[src/rtl/host_cmd_issuer_pkg.sv]
// pkg_host_cmd: shared definitions for the host <-> ctrl_unit h2f_io command protocol.
// Contents: opcode enum, field widths, issuer FSM states, legality check and the
// command-word encoder (reusable by ctrl_unit benches).
package pkg_host_cmd;
    localparam int OP_W   = 3;
    localparam int RF_W   = 10;
    localparam int EXT_W  = 24;
    localparam int LINE_W = 8;
    localparam int EU_W   = 5;
    localparam int WORD_W = 32;
    typedef enum logic [OP_W-1:0] {
        OP_LOAD  = 3'd0,
        OP_STORE = 3'd1,
        OP_MOVE  = 3'd2,
        OP_FETCH = 3'd3,
        OP_EXEC  = 3'd4
    } host_cmd_op_e;
    typedef enum logic [1:0] {S_IDLE, S_ISSUE, S_GAP, S_WAIT_DONE} host_cmd_state_e;
    function automatic logic host_cmd_legal(input logic [OP_W-1:0] op);
        return op <= OP_EXEC;
    endfunction
    function automatic logic [WORD_W-1:0] host_cmd_encode(
        input logic [OP_W-1:0]   op,
        input logic [RF_W-1:0]   rf,
        input logic [RF_W-1:0]   rf2,
        input logic [EXT_W-1:0]  ext,
        input logic [LINE_W-1:0] line,
        input logic [EU_W-1:0]   eu
    );
        logic [WORD_W-1:0] w;
        case (op)
            OP_LOAD:  w = {2'b00, rf[8:0], ext[12:0], line};
            OP_STORE: w = {2'b01, rf[8:0], ext[12:0], line};
            OP_MOVE:  w = {2'b10, rf, rf2, 2'b00, line};
            OP_FETCH: w = {2'b11, 1'b0, eu, ext};
            OP_EXEC:  w = {2'b11, 1'b1, eu, 24'h0};
            default:  w = '0;
        endcase
        return w;
    endfunction
endpackage

[src/rtl/host_cmd_issuer_fifo.sv]
// host_cmd_fifo: synchronous DEPTH x WIDTH FIFO with show-ahead head output.
// Ports: clk, rst_n (async, active-low; discards contents), push/din, pop/dout,
// full, empty. Push when full and pop when empty are ignored.
module host_cmd_fifo #(
    parameter int DEPTH = 4,
    parameter int WIDTH = 32
) (
    input  logic             clk,
    input  logic             rst_n,
    input  logic             push,
    input  logic [WIDTH-1:0] din,
    input  logic             pop,
    output logic [WIDTH-1:0] dout,
    output logic             full,
    output logic             empty
);
    localparam int AW = $clog2(DEPTH);
    localparam logic [AW:0] DEPTH_C = (AW+1)'(DEPTH);
    logic [WIDTH-1:0] mem [DEPTH];
    logic [AW-1:0]    wptr, rptr;
    logic [AW:0]      count;
    logic             do_push, do_pop;
    assign full    = count == DEPTH_C;
    assign empty   = count == '0;
    assign dout    = mem[rptr];
    assign do_push = push & ~full;
    assign do_pop  = pop & ~empty;
    always_ff @(posedge clk or negedge rst_n) begin
        if (!rst_n) begin
            wptr  <= '0;
            rptr  <= '0;
            count <= '0;
        end else begin
            wptr  <= wptr + AW'(do_push);
            rptr  <= rptr + AW'(do_pop);
            count <= count + (AW+1)'(do_push) - (AW+1)'(do_pop);
        end
    end
    always_ff @(posedge clk) begin
        if (do_push) mem[wptr] <= din;
    end
endmodule

[src/rtl/host_cmd_issuer.sv]
// host_cmd_issuer: encodes host commands into 32-bit h2f_io words, queues them and
// issues each with a one-cycle h2f_write strobe once ctrl_unit reports idle.
// Ports: clk, rst_n (async, active-low); cmd_valid/cmd_ready handshake with
// cmd_op, cmd_rf_addr, cmd_rf_addr2, cmd_ext_addr, cmd_line_num, cmd_eu_id;
// h2f_io/h2f_write to ctrl_unit, isrunning from it; busy, issued_cnt,
// err_illegal, err_timeout status.
// Build option: define HOST_CMD_ISSUER_TIMEOUT_EN to abort a command whose busy
// phase exceeds TIMEOUT cycles (sets err_timeout); otherwise err_timeout is 0.
module host_cmd_issuer
    import pkg_host_cmd::*;
#(
    parameter int DEPTH     = 4,
    parameter int ISSUE_GAP = 2,
    parameter int TIMEOUT   = 4096
) (
    input  logic              clk,
    input  logic              rst_n,
    input  logic              cmd_valid,
    output logic              cmd_ready,
    input  logic [OP_W-1:0]   cmd_op,
    input  logic [RF_W-1:0]   cmd_rf_addr,
    input  logic [RF_W-1:0]   cmd_rf_addr2,
    input  logic [EXT_W-1:0]  cmd_ext_addr,
    input  logic [LINE_W-1:0] cmd_line_num,
    input  logic [EU_W-1:0]   cmd_eu_id,
    output logic [WORD_W-1:0] h2f_io,
    output logic              h2f_write,
    input  logic              isrunning,
    output logic              busy,
    output logic [15:0]       issued_cnt,
    output logic              err_illegal,
    output logic              err_timeout
);
    localparam int CW = $clog2(TIMEOUT + ISSUE_GAP + 1);
    host_cmd_state_e   state, state_nxt;
    logic              rdy_en, full, empty, accept, push, issue, timeout;
    logic [WORD_W-1:0] head;
    logic [CW-1:0]     cnt;
    // rdy_en keeps cmd_ready low in reset and lifts it on the first edge after.
    assign cmd_ready = rdy_en & ~full;
    assign accept    = cmd_valid & cmd_ready;
    assign push      = accept & host_cmd_legal(cmd_op);
    host_cmd_fifo #(.DEPTH(DEPTH), .WIDTH(WORD_W)) u_fifo (
        .clk   (clk),
        .rst_n (rst_n),
        .push  (push),
        .din   (host_cmd_encode(cmd_op, cmd_rf_addr, cmd_rf_addr2, cmd_ext_addr, cmd_line_num, cmd_eu_id)),
        .pop   (issue),
        .dout  (head),
        .full  (full),
        .empty (empty)
    );
    always_ff @(posedge clk or negedge rst_n) begin
        if (!rst_n) state <= S_IDLE;
        else        state <= state_nxt;
    end
    always_comb begin
        state_nxt = state;
        case (state)
            S_IDLE:      state_nxt = (!empty && !isrunning) ? S_ISSUE : S_IDLE;
            S_ISSUE:     state_nxt = S_GAP;
            S_GAP:       state_nxt = timeout ? S_IDLE : (cnt == CW'(ISSUE_GAP - 1)) ? S_WAIT_DONE : S_GAP;
            S_WAIT_DONE: state_nxt = (timeout || !isrunning) ? S_IDLE : S_WAIT_DONE;
            default:     state_nxt = S_IDLE;
        endcase
    end
    always_comb begin
        issue = state == S_ISSUE;
        busy  = !empty || state != S_IDLE;
    end
    // One counter serves both the post-issue blanking window and the busy timeout;
    // it restarts at every issue so GAP always sees it from zero.
    always_ff @(posedge clk or negedge rst_n) begin
        if (!rst_n) cnt <= '0;
        else if (issue) cnt <= '0;
        else if (state == S_GAP || state == S_WAIT_DONE) cnt <= cnt + 1'b1;
    end
    always_ff @(posedge clk or negedge rst_n) begin
        if (!rst_n) begin
            rdy_en      <= 1'b0;
            h2f_io      <= '0;
            h2f_write   <= 1'b0;
            issued_cnt  <= '0;
            err_illegal <= 1'b0;
        end else begin
            rdy_en      <= 1'b1;
            h2f_write   <= issue;
            err_illegal <= err_illegal | (accept & ~host_cmd_legal(cmd_op));
            if (issue) begin
                h2f_io     <= head;
                issued_cnt <= issued_cnt + 16'd1;
            end
        end
    end
`ifdef HOST_CMD_ISSUER_TIMEOUT_EN
    logic err_to_q;
    assign timeout     = (state == S_GAP || state == S_WAIT_DONE) && cnt == CW'(TIMEOUT - 1);
    assign err_timeout = err_to_q;
    always_ff @(posedge clk or negedge rst_n) begin
        if (!rst_n) err_to_q <= 1'b0;
        else        err_to_q <= err_to_q | timeout;
    end
`else
    assign timeout     = 1'b0;
    assign err_timeout = 1'b0;
`endif
endmodule

[config.mk]
export PLATFORM = sky130hd
export DESIGN_NAME = host_cmd_issuer
export DESIGN_NICKNAME = d
export VERILOG_FILES = /design/src/rtl/host_cmd_issuer_pkg.sv /design/src/rtl/host_cmd_issuer_fifo.sv /design/src/rtl/host_cmd_issuer.sv
export SDC_FILE = /design/constraint.sdc
export NUM_CORES = 1
export LEC_CHECK = 0
export ABC_CLOCK_PERIOD_IN_PS = 6200
export CORE_ASPECT_RATIO = 0.6
export CORE_UTILIZATION = 40
export DETAILED_ROUTE_END_ITERATION = 7
export PLACE_DENSITY_LB_ADDON = 0.2
export SLEW_MARGIN = 20
export SYNTH_ARGS = -nofsm -noshare
export SYNTH_HDL_FRONTEND = slang
export SYNTH_HIERARCHICAL = 1
export SYNTH_SLANG_ARGS = --single-unit
[constraint.sdc]
create_clock -name clk -period 6.2 [get_ports clk]
set_clock_uncertainty 0.2 [all_clocks]
set_input_delay 0.62 -clock clk [delete_from_list [all_inputs] [get_ports clk]]
set_output_delay 0.62 -clock clk [all_outputs]
set_load 0.005 [all_outputs]
# [Yosys cells after proc, flatten, opt, wreduce, memory -nomap -nowiden]
# Memories as Yosys holds them, arrays and structs flattened. A register that Yosys moved wholly into a read port is not among the register bits.
# Index checks and enable logic that the tools add are counted.
[word_totals] mem_count=1 word_cells=56 input_bits=64 out_inout_bits=53 register_bits=41 ramBits=128
[classes] magnitude_cmp=1 n_reduce_logical=11 n_mux=9 eq_ne=9 bitwise_logic=10 add_sub_neg=6
[mem_list] name="u_fifo.mem" depth=4 word_bits=32 read_ports=1 rd_clocked_by_memory_dff=1 wr=1 line_no="host_cmd_issuer_fifo.sv:19" source="logic [WIDTH-1:0] mem [DEPTH];"
[op_table] operator="$pmux 32 s5" n=1
[op_table] operator="$mux 13" n=2
[op_table] operator="$add 16x1->16 const B" n=1
[op_table] operator="$add 13x1->13 const B" n=1
[op_table] operator="$eq 13x1->1 const B" n=1
[op_table] operator="$pmux 2 s4" n=1
[op_table] operator="$and 1x1->1" n=6
[op_table] operator="$eq 3x2->1 const B" n=2
[op_table] operator="$eq 3x3->1 const B" n=2
[op_table] operator="$logic_not 3->1" n=2
[op_table] operator="$add 2x1->2" n=2
[op_table] operator="$eq 2x2->1 const B" n=2
[op_table] operator="$mux 1" n=4
[op_table] operator="$reduce_bool 2->1" n=2
[op_table] operator="$add 3x1->3" n=1
[op_table] operator="$eq 3x1->1 const B" n=1
[op_table] operator="$le 3x3->1 const B" n=1
[op_table] operator="$logic_not 1->1" n=3
[op_table] operator="$not 1->1" n=3
[op_table] operator="$sub 3x1->3" n=1
[op_table] operator="$eq 2x1->1 const B" n=1
[op_table] operator="$logic_not 2->1" n=1
[op_table] operator="$logic_or 1x1->1" n=2
[op_table] operator="$mux 2" n=1
[op_table] operator="other kinds (2)" n=2

# [Longest topological paths before layout]
# Gate-level depths: netlist of the first run.
[depth] word_depth=8 ltp_mapped=11

# [By module]
# Netlist of the first run, hierarchy kept.
[by_module_without_submodules] module="host_cmd_fifo" area_per_inst_um2=5056.1 seq_area_each_um2=4018.9 instances=1 cells_each=199
[by_module_without_submodules] module="host_cmd_issuer" area_per_inst_um2=3500.9 seq_area_each_um2=1651.6 instances=1 cells_each=400

# [Least setup slack after synthesis of the first run]
# Ideal clock, no wire load.
[synth_timing] kind="input to register" from="input port cmd_op[0]" to="memory u_fifo.mem[0][0] (enable)" arrival_time_ps=4773 setup_ps=513 slack_ps=714 stages=5 cell_sequence="buf_2 -> buf_4 -> o21ai_0 -> and3_1 -> nor4b_1"
[synth_between] elab_chain_len=5
[synth_rtl] item="start, declared" line_no="host_cmd_issuer.sv:20" source="input logic [OP_W-1:0] cmd_op,"
[synth_rtl] item="$le 3x3->1" line_no="host_cmd_issuer_pkg.sv:20" source="return op <= OP_EXEC;"
[synth_rtl] item="$and 1x1->1" line_no="host_cmd_issuer.sv:42" source="assign push = accept & host_cmd_legal(cmd_op);"
[synth_rtl] item="via push" line_no="host_cmd_issuer.sv:36" source="logic rdy_en, full, empty, accept, push, issue, timeout;"
[synth_rtl] item="$and 1x1->1" line_no="host_cmd_issuer_fifo.sv:26" source="assign do_push = push & ~full;"
[synth_rtl] item="$mux 1" line_no="host_cmd_issuer_fifo.sv:40" source="if (do_push) mem[wptr] <= din;"
[synth_rtl] item="$mux 1 (not written as such)" line_no="host_cmd_issuer_fifo.sv:40"
[synth_rtl] item="end, declared" line_no="host_cmd_issuer_fifo.sv:19"
# The timed path passes the listed nets, and every way through them passes these cells.

# [Final worst setup path of the first run]
[layout_timing] from="register state[1]" to="register u_fifo.count[2]"
[layout_between] elab_chain_len=3
[layout_rtl] item="start, declared" line_no="host_cmd_issuer.sv:35" source="host_cmd_state_e state, state_nxt;"
[layout_rtl] item="start signal, assigned" line_no="host_cmd_issuer.sv:55" source="else state <= state_nxt;"
[layout_rtl] item="$eq 2x1->1" line_no="host_cmd_issuer.sv:68" source="issue = state == S_ISSUE;"
[layout_rtl] item="$and 1x1->1" line_no="host_cmd_issuer_fifo.sv:27" source="assign do_pop = pop & ~empty;"
[layout_rtl] item="$sub 3x1->3" line_no="host_cmd_issuer_fifo.sv:36" source="count <= count + (AW+1)'(do_push) - (AW+1)'(do_pop);"
[layout_rtl] item="end signal, assigned" line_no="host_cmd_issuer_fifo.sv:36"
[layout_rtl] item="end, declared" line_no="host_cmd_issuer_fifo.sv:21" source="logic [AW:0] count;"
# No other way between the ends.
# A chain may end at the register's enable or synchronous reset.

==> results of run 1 <==
## area by class of cell
class | count | share of cell area [%]
Clock buffer | 22 | 4.94
Sequential cell | 201 | 52.9
Timing Repair Buffer | 125 | 11.5
Multi-Input combinational cell | 361 | 25.1
Inverter | 7 | 0.245
Tap cell | 279 | 3.26
Clock inverter | 14 | 2.04
## synthesized netlist by cell type, types with 5 or more instances
library cell,count
nand2_1,141
dfrtp_1,73
xnor2_1,16
mux2i_1,24
nand4_1,8
xor2_1,5
ha_1,5
o21ai_0,16
buf_2,11
clkbuf_1,8
inv_1,6
nand3_1,11
a211oi_1,14
nor2_1,31
mux4_2,28
a21oi_1,13
edfxtp_1,128
## where the power goes
part,switching [mW],internal (mW)
Sequential,0.163,1.66
Combinational,0.497,0.573
Clock,0.517,0.835
## stage by stage
step,util [%],instance area [µm²]
floorplan,-,8560
global placement,47.5,9960
detailed placement,47.5,9960
CTS,51.0,10700
global route,51.1,10700
finish,51.1,10700
## worst max-delay path, delay by kind of cell (launching register included)
| kind | cells | cell delay (ns) |
|---|---|---|
| and+or+nand+nor | 2 | 0.42 |
| adders and majority gates | 1 | 0.41 |
| AOI/OAI and AO/OA | 1 | 0.25 |
| buffers and inverters | 3 | 1.18 |
| DFF | 1 | 0.48 |
| xor gates and xnor gates | 2 | 0.27 |
## registers in the layout, indices dropped and copies added (netlist names)
register      cells
cnt              13
err_illegal       1
h2f_io           32
h2f_write         1
issued_cnt       16
rdy_en            1
state             2
u_fifo/count      3
u_fifo/mem      128
u_fifo/rptr       2
u_fifo/wptr       2
## layer usage
layer | vias to the layer above | wire [µm]
met4 | 0 | 340
met2 | 123 | 8230
met3 | 25 | 966
li1 | 2433 | -
met5 | - | 0
met1 | 2621 | 9560
## worst paths after layout
path / to / slack (ns)
max in group asynchronous: u_fifo/rptr[0] / 5.34
hold / removal: cnt[4] / -0.04
min in group clk: h2f_io[23] / 0.27
setup reg to reg: u_fifo/count[2] / 2.85
hold reg to reg: h2f_io[23] / 0.27
setup / recovery: u_fifo/count[2] / 2.85
## kinds of logic (layout without fill, tap and decap cells)
| logic type | after synthesis | in the layout | synth area share (%) |
|---|---|---|---|
| compound gates | 57 | 57 | 4.26 |
| xor+xnor | 21 | 21 | 2.15 |
| fa+ha+maj | 6 | 6 | 0.965 |
| buf+inv | 37 | 168 | 2.72 |
| flops | 201 | 201 | 66.3 |
| mux | 56 | 56 | 11.4 |
| other cells | 2 | 2 | 0.0878 |
| simple gates | 219 | 219 | 12.2 |
==> impl_metrics.env, run 1 <==
export IMPL_crit_required_ns=6.38
export IMPL_insertion_delay_ns=0.49
export IMPL_startpoint_type="register"
export IMPL_fin_crit_ns=3.35
export IMPL_worstRegToRegCells=9
export IMPL_numPortBuffers=115
export IMPL_hold_buffers=0
export IMPL_use_met2_pct=27.0
export IMPL_critPathMaxStageDelay_ns=0.67
export IMPL_die_x_um=191
export IMPL_grt_max_degree=74
export IMPL_first_iter_violations=381
export IMPL_setup_viol=0
export IMPL_failed_checks="negative hold slack"
export IMPL_start_util_pct=40.8
export IMPL_multi_input_comb_area_um2=2690
export IMPL_vdd_drop_max_uv=172
export IMPL_crit_start="state[1]"
export IMPL_fillers=1765
export IMPL_vias=5202
export IMPL_path_class="register to register"
export IMPL_drive_above_1_share_pct=12.3
export IMPL_yosysTopAreaCell="edfxtp_1"
export IMPL_hold_class="input pin to async pin"
export IMPL_synth_area_leaders="edfxtp_1 (45%), dfrtp_1 (21%), mux4_2 (7.4%), nand2_1 (6.2%), mux2i_1 (2.8%)"
export IMPL_max_freq_mhz=299
export IMPL_grt_pass1_wl_um=30100
export IMPL_power_leakage_nw=4.15
export IMPL_placedCellCount=973
export IMPL_numClockSinks=201
export IMPL_mostFrequentLayoutCells="nand2_1 (141), edfxtp_1 (128), clkdlybuf4s50_1 (114)"
export IMPL_final_common_cell="nand2_1"
export IMPL_crit_fanout=44
export IMPL_antenna_found_initial=0
export IMPL_setup_slack_ns=2.85
export IMPL_fin_cells=1009
export IMPL_arrival_ns=3.53
export IMPL_ant_nets=0
export IMPL_cts_buffers=20
export IMPL_wl_per_cell_um=18.9
export IMPL_fin_tns_setup_ns=0
export IMPL_die_area_um2=22000
export IMPL_rsz0062_at_grt="false"
export IMPL_avgSynthCellArea_um2=14.3
export IMPL_hold_viol=63
export IMPL_die_height_um=115
export IMPL_status="finished with violations"
export IMPL_crit_path_top_delay_cell="inv_2"
export IMPL_place_worst_setup_slack_ns=2.74
export IMPL_period_share_pct=54.0
export IMPL_r2r_start="state[1]"
export IMPL_placementRows=41
export IMPL_cts_buffer_depth=3
export IMPL_post_route_drc_count=0
export IMPL_synth_seq_cells=201
export IMPL_yosys_most_used_dff="edfxtp_1"
export IMPL_gr_total_overflow=0
export IMPL_ys_seq_area_share_pct=66.3
export IMPL_cts_root_buffer_cell="clkbuf_16"
export IMPL_core_area_um2=21000
export IMPL_yosysWarnings=6
export IMPL_synth_edf_count=128
export IMPL_tightest_slew_ns=0.813
export IMPL_crit_path_end_kind="register"
export IMPL_met1_usage_pct=27.7
export IMPL_grt_util_all_layers_pct=18.1
export IMPL_dpl_hpwl_um=12400
export IMPL_top_level_ports=117
export IMPL_antennaDiodeCount=0
export IMPL_nets=786
export IMPL_first_pass_iters=4
export IMPL_path_cells="inv_1, nand2_1, buf_4, inv_2, o31ai_1, or2_2, fa_1, xnor2_1, xnor2_1"
export IMPL_total_power_mw=4.24
export IMPL_post_cts_setup_buffers=0
export IMPL_syn_area_um2=8560
export IMPL_synthCells=599
export IMPL_globalplace_congestion=0.842
export IMPL_cap_violations=0
export IMPL_cts_repair_resized=0
export IMPL_syn_num_nets=669
export IMPL_gr_usage_met3_pct=2.93
export IMPL_whs_ns=-0.0431
export IMPL_h_tree_depth=1
export IMPL_grt_pass1_vias=5280
export IMPL_async_reset_ff_share_pct=36.3
export IMPL_syn_to_final_growth_pct=25.2
export IMPL_drt_wl_total_um=19100
export IMPL_netlist_area_leader_share_pct=44.9
export IMPL_cts_tree="yes"
export IMPL_slew_violations=0
export IMPL_viasPerCell=5.16
export IMPL_synth_cell_type_count=56
export IMPL_clk_pin_slew_ns=0.07
export IMPL_relSlewSlack_pct=45.7
export IMPL_seq_area_um2=5670
export IMPL_busiest_layer="met1"
export IMPL_crit_top_cell="xnor2_1"
export IMPL_powerDensity_nw_per_um2=396
No activity file was read; power rests on OpenSTA's default activity.
==> run 2, diff against run 1 <==
--- a/config.mk
+++ b/config.mk
@@ -5,7 +5,7 @@
 export SDC_FILE = /design/constraint.sdc
 export NUM_CORES = 1
 export LEC_CHECK = 0
-export ABC_CLOCK_PERIOD_IN_PS = 6200
+export ABC_CLOCK_PERIOD_IN_PS = 2900
 export CORE_ASPECT_RATIO = 0.6
 export CORE_UTILIZATION = 40
 export DETAILED_ROUTE_END_ITERATION = 7
==> constraint.sdc (replaced) <==
create_clock -name clk -period 2.9 [get_ports clk]
set_clock_uncertainty 0.2 [all_clocks]
set_input_delay 0.29 -clock clk [delete_from_list [all_inputs] [get_ports clk]]
set_output_delay 0.29 -clock clk [all_outputs]
set_load 0.005 [all_outputs]
==> impl_metrics.env, run 2 (synthesized netlist as in run 1, its figures left out) <==
export IMPL_status="finished clean"
export IMPL_die_x_um=191
export IMPL_syn_to_final_growth_pct=25.8
export IMPL_viasPerCell=5.22
export IMPL_path_class="register to register"
export IMPL_power_leakage_nw=4.18
export IMPL_drive_above_1_share_pct=13.0
export IMPL_arrival_ns=2.77
export IMPL_hold_class="input pin to async pin"
export IMPL_post_route_drc_count=0
export IMPL_ant_nets=0
export IMPL_start_util_pct=40.8
export IMPL_first_iter_violations=331
export IMPL_h_tree_depth=1
export IMPL_grt_pass1_wl_um=30200
export IMPL_die_height_um=115
export IMPL_gr_total_overflow=0
export IMPL_vdd_drop_max_uv=408
export IMPL_seq_area_um2=5670
export IMPL_grt_max_degree=44
export IMPL_setup_slack_ns=0.342
export IMPL_mostFrequentLayoutCells="nand2_1 (140), edfxtp_1 (128), clkdlybuf4s50_1 (114)"
export IMPL_whs_ns=0.173
export IMPL_crit_path_end_kind="register"
export IMPL_antenna_found_initial=0
export IMPL_startpoint_type="register"
export IMPL_insertion_delay_ns=0.49
export IMPL_crit_required_ns=3.11
export IMPL_numPortBuffers=115
export IMPL_multi_input_comb_area_um2=2700
export IMPL_fin_crit_ns=2.56
export IMPL_vias=5313
export IMPL_cts_repair_resized=0
export IMPL_powerDensity_nw_per_um2=825
export IMPL_grt_pass1_vias=5312
export IMPL_dpl_hpwl_um=13000
export IMPL_post_route_util_pct=51.3
export IMPL_slew_violations=0
export IMPL_final_common_cell="nand2_1"
export IMPL_place_worst_setup_slack_ns=-0.0939
export IMPL_hold_viol=0
export IMPL_cts_root_buffer_cell="clkbuf_16"
export IMPL_wl_per_cell_um=19.4
export IMPL_top_level_ports=117
export IMPL_tightest_slew_ns=0.672
export IMPL_nets=795
export IMPL_globalplace_congestion=0.807
export IMPL_grt_util_all_layers_pct=18.3
export IMPL_fillers=1786
export IMPL_largest_register="u_fifo/mem"
export IMPL_placementRows=41
export IMPL_setup_viol=0
export IMPL_die_area_um2=22000
export IMPL_antennaDiodeCount=0
export IMPL_core_area_um2=21000
export IMPL_clk_pin_slew_ns=0.06
export IMPL_period_share_pct=88.2
export IMPL_relSlewSlack_pct=54.9
export IMPL_crit_fanout=6
export IMPL_drt_wl_total_um=19700
export IMPL_reg_top3="u_fifo/mem: 128 flops, h2f_io: 32 flops, issued_cnt: 16 flops"
export IMPL_cts_buffers=20
export IMPL_largest_reg_flops=128
export IMPL_numClockSinks=201
export IMPL_cts_buffer_depth=3
export IMPL_cap_violations=0
export IMPL_max_freq_mhz=391
export IMPL_rsz0062_at_grt="false"
export IMPL_first_pass_iters=5
export IMPL_cts_tree="yes"
[run 2: changes by cell type in the layout (fill, tap and decap cells not counted), sizes merged]
cell,before,now
buf,11,19
dlygate4sd3,0,1
clkinvlp,3,0
bufinv,5,2
inv,9,7
clkbuf,22,29
[run 2: timing repair]
action	4_1_cts	5_1_grt
setup endpoints to repair	0	0
endpoints found under the hold margin	41	0
setup buffers	0	0
hold buffers	1	0
[run 2: final timing paths]
check | to | start | slack (ns) | cells past startpoint
min in group clk | err_illegal | cmd_valid | 0.22 | 3
max in group asynchronous | h2f_io[7] | rst_n | 1.60 | 3
min | h2f_write | rst_n | 0.17 | 2
max reg2reg | u_fifo/count[2] | u_fifo/count[2] | 0.34 | 9
min reg2reg | issued_cnt[15] | issued_cnt[15] | 0.27 | 1
max | u_fifo/count[2] | u_fifo/count[2] | 0.34 | 9
[run 2: power by group]
part | internal [mW] | total (mW) | switching [mW]
sequential | 3.54 | 3.96 | 0.420
clock | 1.56 | 2.61 | 1.05
combinational | 1.29 | 2.32 | 1.02
total | 6.39 | 8.88 | 2.49
[run 2: per-stage QoR]
| step | cells | area, µm² | setup TNS [ns] | power (mW) |
|---|---|---|---|---|
| after floorplan | 599 | 8600 | 0 | 5.37 |
| after global placement | 981 | 10100 | 0 | 6.29 |
| after detailed placement | 981 | 10100 | -0.141 | 6.36 |
| after CTS | 1017 | 10800 | 0 | 8.99 |
| after global routing | 1017 | 10800 | 0 | 9.33 |
| final | 1017 | 10800 | 0 | 8.88 |
[run 2: cell type report]
cell class / instances / share of cell area, %
Clock buffer: 29 / 5.35
Clock inverter: 6 / 0.744
Inverter: 7 / 0.244
Multi-Input combinational cell: 361 / 25.1
Sequential cell: 201 / 52.7
Tap cell: 279 / 3.24
Timing Repair Buffer: 134 / 12.6
[run 2: per-layer routing]
| metal | routed length [µm] | part of all wire, % | up-vias | global-route usage [%] |
|---|---|---|---|---|
| li1 | - | - | 2451 | - |
| met1 | 9540 | 48 | 2695 | 27.3 |
| met2 | 8880 | 45 | 139 | 28.0 |
| met3 | 936 | 4.7 | 28 | 3.17 |
| met4 | 347 | 1.8 | 0 | 4.48 |
| met5 | 0 | 0 | - | 0 |
[run 2: critical path, stage by stage, from the launching register on]
cell and delay, ns:
dfrtp_1 0.45, nor3b_2 0.20, nor2b_1 0.20, and3_2 0.25, o21a_1 0.16, a221oi_1 0.09, ha_1 0.22, fa_1 0.38
xnor2_1 0.19, xnor2_1 0.14
==> run 3, diff against run 2 <==
--- a/config.mk
+++ b/config.mk
@@ -5,9 +5,10 @@
 export SDC_FILE = /design/constraint.sdc
 export NUM_CORES = 1
 export LEC_CHECK = 0
-export ABC_CLOCK_PERIOD_IN_PS = 2900
+export ABC_CLOCK_PERIOD_IN_PS = 3150
 export CORE_ASPECT_RATIO = 0.6
 export CORE_UTILIZATION = 40
+export CTS_BUF_LIST = sky130_fd_sc_hd__clkbuf_4 sky130_fd_sc_hd__clkbuf_8
 export DETAILED_ROUTE_END_ITERATION = 7
 export PLACE_DENSITY_LB_ADDON = 0.2
 export SLEW_MARGIN = 20
==> constraint.sdc (replaced) <==
create_clock -name clk -period 3.15 [get_ports clk]
set_clock_uncertainty 0.2 [all_clocks]
set_input_delay 0.315 -clock clk [delete_from_list [all_inputs] [get_ports clk]]
set_output_delay 0.315 -clock clk [all_outputs]
set_load 0.005 [all_outputs]
==> impl_metrics.env, run 3 (synthesized netlist as in run 1, its figures left out) <==
export IMPL_start_util_pct=40.8
export IMPL_die_x_um=191
export IMPL_grt_max_degree=74
export IMPL_relSlewSlack_pct=53.8
export IMPL_cts_buffer_depth=3
export IMPL_globalplace_congestion=0.768
export IMPL_gr_total_overflow=0
export IMPL_mostFrequentLayoutCells="nand2_1 (140), edfxtp_1 (128), clkdlybuf4s50_1 (114)"
export IMPL_internal_power_mw=5.76
export IMPL_total_power_mw=8.05
export IMPL_fin_tns_setup_ns=0
export IMPL_h_tree_depth=1
export IMPL_switching_share_pct=28.4
export IMPL_path_class="register to register"
export IMPL_nets=804
export IMPL_crit_top_cell="xnor2_1"
export IMPL_powerDensity_nw_per_um2=746
export IMPL_final_common_cell="nand2_1"
export IMPL_antennaDiodeCount=0
export IMPL_hold_class="input pin to async pin"
export IMPL_placementRows=41
export IMPL_fin_area_um2=10800
export IMPL_postPlaceCellArea_um2=10100
export IMPL_post_route_util_pct=51.5
export IMPL_path_cells="nor3b_2, nor2b_1, and3_1, o21a_1, a221oi_1, ha_1, fa_1, xnor2_1, xnor2_1"
export IMPL_drive_above_1_share_pct=15.6
export IMPL_period_share_pct=83.2
export IMPL_crit_required_ns=3.42
export IMPL_grt_pass1_wl_um=29300
export IMPL_reg_top3="u_fifo/mem: 128 flops, h2f_io: 32 flops, issued_cnt: 16 flops"
export IMPL_comb_power_share_pct=26.5
export IMPL_numPortBuffers=115
export IMPL_cap_violations=0
export IMPL_grt_util_all_layers_pct=17.7
export IMPL_crit_path_end_kind="register"
export IMPL_fin_crit_ns=2.62
export IMPL_first_pass_iters=5
export IMPL_dpl_hpwl_um=12600
export IMPL_die_area_um2=22000
export IMPL_vias=5278
export IMPL_vdd_drop_max_uv=303
export IMPL_startpoint_type="register"
export IMPL_crit_fanout=8
export IMPL_cts_root_buffer_cell="clkbuf_8"
export IMPL_cts_tree="yes"
export IMPL_rsz0062_at_grt="false"
export IMPL_crit_path_top_delay_cell="dfrtp_1"
export IMPL_crit_start="u_fifo/count[2]"
export IMPL_slew_violations=0
export IMPL_power_share_clock_pct=28.6
export IMPL_power_switching_mw=2.29
export IMPL_timing_reg2reg_setup_slack_ns=0.53
export IMPL_largest_reg_flops=128
export IMPL_hold_viol=0
export IMPL_wl_per_cell_um=18.3
export IMPL_insertion_delay_ns=0.55
export IMPL_setup_viol=0
export IMPL_post_route_drc_count=0
export IMPL_r2r_start="u_fifo/count[2]"
export IMPL_grt_pass1_vias=5288
export IMPL_first_iter_violations=316
export IMPL_cts_buffers=30
export IMPL_status="finished clean"
export IMPL_critPathMaxStageDelay_ns=0.45
export IMPL_viasPerCell=5.09
export IMPL_largest_register="u_fifo/mem"
export IMPL_numClockSinks=201
export IMPL_die_height_um=115
export IMPL_max_freq_mhz=382
export IMPL_power_leakage_nw=4.22
export IMPL_drt_wl_total_um=19000
export IMPL_core_area_um2=21000
export IMPL_top_level_ports=117
export IMPL_arrival_ns=2.89
export IMPL_clk_pin_slew_ns=0.06
export IMPL_power_frac_seq_pct=44.9
export IMPL_tightest_slew_ns=0.689
export IMPL_syn_to_final_growth_pct=26.2
export IMPL_ant_nets=0
export IMPL_antenna_found_initial=0
run 3: changes by cell type in the layout (fill, tap and decap cells not counted), sizes merged:
cell / before / now
clkbuf: 29 / 49
buf: 19 / 18
bufinv: 2 / 1
clkinv: 4 / 5
inv: 7 / 8
run 3: layer usage:
layer / GRT usage, % / vias up / share of wire [%]
li1: - / 2469 / -
met1: 26.0 / 2626 / 48
met2: 26.8 / 162 / 45
met3: 3.72 / 21 / 5.8
met4: 4.37 / 0 / 1.5
met5: 0 / - / 0
run 3: critical path: cells and delay by family, from the launching register on:
family / cells / cell delay [ns]
flip-flops: 1 / 0.45
XOR/XNOR: 2 / 0.32
AO/OA/AOI/OAI: 2 / 0.28
AND/OR/NAND/NOR: 3 / 0.72
adder cells (fa/ha/maj): 2 / 0.59
run 3: power by group through the flow:
stage	clock network [mW]	registers, mW	logic [mW]
detailed placement	0	3.67	2.17
global route	2.48	3.68	2.35
floorplan	0	3.57	1.37
CTS	2.37	3.63	2.18
global placement	0	3.65	2.14
finish	2.30	3.62	2.13
run 3: through the flow:
step / setup slack, ns / instances / hold WS, ns
floorplan: -0.470 / 599 / -0.181
global placement: 0.378 / 979 / 0.257
detailed placement: 0.282 / 979 / 0.261
CTS: 0.529 / 1036 / 0.184
global route: 0.314 / 1037 / 0.0489
finish: 0.530 / 1037 / 0.0234
run 3: repair_timing:
action | 4_1_cts | 5_1_grt
setup buffers | 0 | 0
hold buffers | 1 | 0
gates resized for setup | 0 | 0
endpoints found under the hold margin | 73 | 0
run 3: final timing paths:
kind                                   end  cells after the start
min                                 cnt[6]                      2
min reg2reg                     h2f_io[18]                      2
min in group clk                  state[1]                      3
max reg2reg                u_fifo/count[2]                      9
max in group asynchronous   u_fifo/rptr[0]                      3
max                        u_fifo/count[2]                      9
run 3: area by class of cell:
type | instances | area (µm²)
Tap cell | 279 | 349
Multi-Input combinational cell | 361 | 2700
Sequential cell | 201 | 5670
Inverter | 7 | 26.3
Clock buffer | 49 | 618
Fill cell | 1745 | 10200
Timing Repair Buffer | 133 | 1370
Clock inverter | 7 | 60.1
